$ cat src/rtl/goertzel_pkg.sv
// Shared definitions for the Goertzel sequencer and core: default sample
// width and the sequencer state encoding.
package goertzel_pkg;

  // Default ADC sample width used by the sequencer and the core.
  localparam int GZ_SW_DEFAULT = 8;

  // Sequencer state encoding.
  typedef logic [2:0] gz_state_t;

  localparam gz_state_t ST_IDLE      = 3'd0;
  localparam gz_state_t ST_CLEAR     = 3'd1;
  localparam gz_state_t ST_ACQ       = 3'd2;
  localparam gz_state_t ST_WAIT_CORE = 3'd3;
  localparam gz_state_t ST_DONE      = 3'd4;

endpackage

$ cat src/rtl/goertzel_seq.sv
// Goertzel frame sequencer: clears the core, streams exactly N ADC samples
// into it with one cycle of latency, waits for the core's result and
// signals frame completion. Abort returns to IDLE from any state.
module goertzel_seq
  import goertzel_pkg::*;
#(
  parameter  int N  = 205,
  parameter  int SW = GZ_SW_DEFAULT,
  localparam int CW = $clog2(N)
) (
  input  logic          clk,
  input  logic          nrst,
  input  logic          start,
  input  logic          abort,
  output logic          busy,
  output logic          adc_ready,
  input  logic          adc_valid,
  input  logic [SW-1:0] adc_sample,
  output logic          core_clr,
  output logic          core_en,
  output logic [SW-1:0] core_sample,
  output logic          core_last,
  input  logic          core_done,
  output logic          frame_done,
  output logic [CW-1:0] sample_cnt
);

  localparam logic [CW-1:0] LAST_IDX = CW'(N - 1);

  gz_state_t     r_state;
  gz_state_t     w_next;
  logic          r_core_en;
  logic          r_core_last;
  logic [SW-1:0] r_core_sample;
  logic [CW-1:0] r_cnt;

  logic          w_xfer;
  logic          w_last_xfer;
  logic          w_accept;

  // Status outputs decode directly from the registered state, so they are
  // glitch-free with respect to the inputs.
  assign busy       = (r_state != ST_IDLE);
  assign adc_ready  = (r_state == ST_ACQ);
  assign core_clr   = (r_state == ST_CLEAR);
  assign frame_done = (r_state == ST_DONE);

  assign core_en     = r_core_en;
  assign core_last   = r_core_last;
  assign core_sample = r_core_sample;
  assign sample_cnt  = r_cnt;

  assign w_xfer      = adc_valid && adc_ready;
  assign w_last_xfer = (r_cnt == LAST_IDX);
  // A transfer in the abort cycle still happens on the bus, but must not
  // reach the core.
  assign w_accept    = w_xfer && !abort;

  // Next-state selection; abort has priority over every other event.
  always_comb begin
    // NOTE: default assignment first so every path drives w_next and no
    // latch is inferred.
    w_next = r_state;
    case (r_state)
      ST_IDLE:      if (start && !abort) w_next = ST_CLEAR;
      ST_CLEAR:     w_next = abort ? ST_IDLE : ST_ACQ;
      ST_ACQ: begin
        if (abort)                         w_next = ST_IDLE;
        else if (w_xfer && w_last_xfer)    w_next = ST_WAIT_CORE;
      end
      ST_WAIT_CORE: begin
        if (abort)          w_next = ST_IDLE;
        else if (core_done) w_next = ST_DONE;
      end
      ST_DONE:      w_next = ST_IDLE;
      default:      w_next = ST_IDLE;
    endcase
  end

  // State register with synchronous active-low reset.
  always_ff @(posedge clk) begin
    // NOTE: sequential state uses non-blocking assignments so every register
    // samples pre-edge values regardless of block ordering.
    if (!nrst) r_state <= ST_IDLE;
    else       r_state <= w_next;
  end

  // Sample pipeline to the core and the in-frame sample counter.
  always_ff @(posedge clk) begin
    if (!nrst) begin
      r_core_en     <= 1'b0;
      r_core_last   <= 1'b0;
      r_core_sample <= '0;
      r_cnt         <= '0;
    end else begin
      r_core_en   <= w_accept;
      r_core_last <= w_accept && w_last_xfer;
      if (w_accept) r_core_sample <= adc_sample;
      // The counter saturates at N-1: the transfer at N-1 is the frame's last.
      if (r_state == ST_CLEAR)            r_cnt <= '0;
      else if (w_xfer && !w_last_xfer)    r_cnt <= r_cnt + 1'b1;
    end
  end

endmodule
$ cat config.mk
export PLATFORM = sky130hd
export DESIGN_NAME = goertzel_seq
export DESIGN_NICKNAME = d
export VERILOG_FILES = /design/src/rtl/goertzel_pkg.sv /design/src/rtl/goertzel_seq.sv
export SDC_FILE = /design/constraint.sdc
export NUM_CORES = 1
export LEC_CHECK = 0
export ABC_AREA = 1
export BUFFER_PORTS_ARGS = -buffer_cell sky130_fd_sc_hd__buf_2
export CORE_UTILIZATION = 44
export CTS_BUF_LIST = sky130_fd_sc_hd__clkbuf_8
export DETAILED_ROUTE_END_ITERATION = 12
export PLACE_DENSITY = 0.71
export SYNTH_ARGS = -nofsm -noshare
export SYNTH_HDL_FRONTEND = slang
export SYNTH_SLANG_ARGS = --single-unit
$ cat constraint.sdc
create_clock -name clk -period 3.9 [get_ports clk]
set_clock_uncertainty 0.2 [all_clocks]
set_input_delay 0.195 -clock clk [delete_from_list [all_inputs] [get_ports clk]]
set_output_delay 0.195 -clock clk [all_outputs]
set_load 0.05 [all_outputs]
==> metrics.txt <==
I/O pin total 36; switching share of total power 0.415; CP Data Arrival Time 1.58 ns; crit path from sample_cnt[0]$_SDFFE_PP0P_; Tot GR Track Use 0.224; status finished, final reports clean; Hold Crit Start adc_sample[1]; max cap viols 0; combinational share of power 0.371; Clock power frac 0.236; fin crit period 1.59 ns; Setup TNS 0 ns; yosys warns 0; core area 0.00225 mm²; clk sinks 21; Layout Nets 221; R2R Path End sample_cnt[3]$_SDFFE_PP0P_; setup violators final 0; Setup CP Type flop to flop; leakage power 0.688 nW; Slew @ Worst Pin 0.329 ns; post-synth cell types 19; # H-tree levels 1; post-synth top area cell dfxtp_1; CP Capture Type flop; Yosys reg bits 21; most frequent cell after synthesis nand2_1; Final Core Density 0.619; number of diodes 0; HP Class input pin to flop; Site Rows 17; Port Buf Inserts 35; CTS tree built; met3 Usage GRT 0.0565; Root Buffer clkbuf_8; met2 Usage GRT 0.406; clk_lat worst skew 0.26 ns; peak supply drop 0.333 mV; dpl cells 220; Pint 0.364 mW; P&R area growth vs syn 31.0%; Final Hold Violating Endpoints 0; GR Overflow Total 0; fin cells 232; post-DP HPWL 1.81 mm; DR vias 1,148; Worst Hold End core_sample[1]$_SDFFE_PN0P_; Max Slew Vio Count 0; grt peak-use layer met2; Power per Cell Area 445 mW/mm²; Num CTS Buffers 3; mean area per synthesized cell 6.70 µm²; post-synthesis async set-or-reset flop share 0; Flop pwr share 0.393; vias per inst 4.95; startpoint types flop; met1 Use GR 0.244; cts repair resizes 0; Final period util 0.408; Reg2Reg Setup Slack 2.31 ns; RSZ-0062 raised after global routing false; share of cells above drive strength 1 0.250; Main synth FF type dfxtp_1; residual antenna-violating net count after detailed routing 0; Crit Reg-Reg Startpoint sample_cnt[0]$_SDFFE_PP0P_; register area share after synthesis 0.395; DRT iter0 DRCs 17; Crit Path Max Fanout 8; CTS max path bufs 2; Design Area, Final 0.00140 mm²; worst reg2reg path depth 7; final hold slack 0.00892 ns; DR WL/cell 10.6 µm; 1st-pass router iterations 4; total die area 0.00262 mm²; Starting Density 0.472; switching pwr 0.258 mW; initial antenna violation count 0; Worst EP required 3.89 ns; Mapped Area 0.00106 mm²; clock slew at reported path FFs 0.08 ns; Syn Nets 175; cells after synthesis 159; fmax 0.629 GHz; WL final 2.46 mm; number of global-route vias before repair 1,073; Hold Path Depth 3; first-pass GRT wire length 4.40 mm; # Post-CTS Setup Buffers 0; top cells by area, synth dfxtp_1 39%, nand2_1 18%, nand3_1 8.5%; DIE HEIGHT 51.2 µm; # DRC 0; largest net degree at the start of global routing 14; EDFF count, synth 0; top cells by count, synth 50 x nand2_1, 21 x dfxtp_1, 18 x inv_1, 18 x nand3_1, 17 x a21oi_1; Cell Area, Placed 0.00127 mm²; relative slew slack 0.780; chip width 51.2 µm; routability cong. 0.886; top-area cell type share of the netlist area 0.395
-- worst max path at each step --
stage	end	slack, ns	depth (start not counted)
6_report	sample_cnt[3]$_SDFFE_PP0P_	2.31	7
3_5_place_dp	sample_cnt[0]$_SDFFE_PP0P_	2.34	8
4_1_cts	sample_cnt[2]$_SDFFE_PP0P_	2.31	7
2_1_floorplan	sample_cnt[5]$_SDFFE_PP0P_	2.08	8
5_1_grt	sample_cnt[6]$_SDFFE_PP0P_	2.16	7
3_3_place_gp	sample_cnt[2]$_SDFFE_PP0P_	2.43	7
-- cells by family after synthesis --
| group | share of synthesized area |
|---|---|
| AOI/OAI and AO/OA | 0.0893 |
| xor gates and xnor gates | 0.0247 |
| adders and majority gates | 0.0235 |
| buffers and inverters | 0.0822 |
| DFF | 0.395 |
| and+or+nand+nor | 0.385 |
-- critical path, cell delays in order, from the launching register on --
cell     delay [ns]
dfxtp_1        0.41
inv_1          0.11
ha_1           0.22
nand3_1        0.12
nor2_1         0.09
nor2_4         0.18
nand2_1        0.08
a21oi_1        0.11
-- state kept, by name (all words and copies together), names as in the netlist --
name and cells:
core_en 1, core_last 1, core_sample 8, r_state 3
sample_cnt 8
-- final cells by class --
class / instances / area [µm²]
tap: 28 / 35.0
clock buffer: 3 / 41.3
fill: 229 / 860
inverter: 21 / 78.8
multi-input combinational: 115 / 557
clock inverter: 1 / 7.51
timing repair buffer: 43 / 255
sequential: 21 / 420
-- routing by layer --
metal / routed length (µm) / share of wire / vias to the layer above
li1: - / - / 590
met1: 1070 / 0.43 / 519
met2: 1240 / 0.50 / 37
met3: 131 / 0.053 / 2
met4: 26 / 0.011 / 0
met5: 0 / 0 / -
-- what timing repair did --
action                     in CTS  in global routing
hold endpoints to repair        8                  0
setup endpoints to repair       0                  0
hold buffers                    8                  0
-- stage by stage --
stage                     setup WS, ns  power, mW
after floorplan                   2.08      0.423
after global placement            2.43      0.470
after detailed placement          2.34      0.473
after CTS                         2.31      0.625
after global routing              2.16      0.656
final                             2.31      0.621
-- power groups by stage --
stage	clock, mW	combinational, mW	sequential [mW]
6_report	0.147	0.231	0.244
3_5_place_dp	0	0.224	0.249
3_3_place_gp	0	0.222	0.248
4_1_cts	0.150	0.231	0.244
2_1_floorplan	0	0.152	0.271
5_1_grt	0.157	0.253	0.246
-- cell usage in the layout, fill, tap and decap left out, drive strengths merged --
master	synthesis	routed
nand3	19	19
clkbuf	1	3
inv	21	21
nand2	53	53
nor2	17	17
dlygate4sd3	0	8
a21oi	17	17
nand3b	1	1
clkinvlp	0	1
buf	1	35
o21ai	2	2
dfxtp	21	21
nor3	1	1
ha	2	2
xor2	3	3
Note: power is estimated with default switching activity, not from simulation.
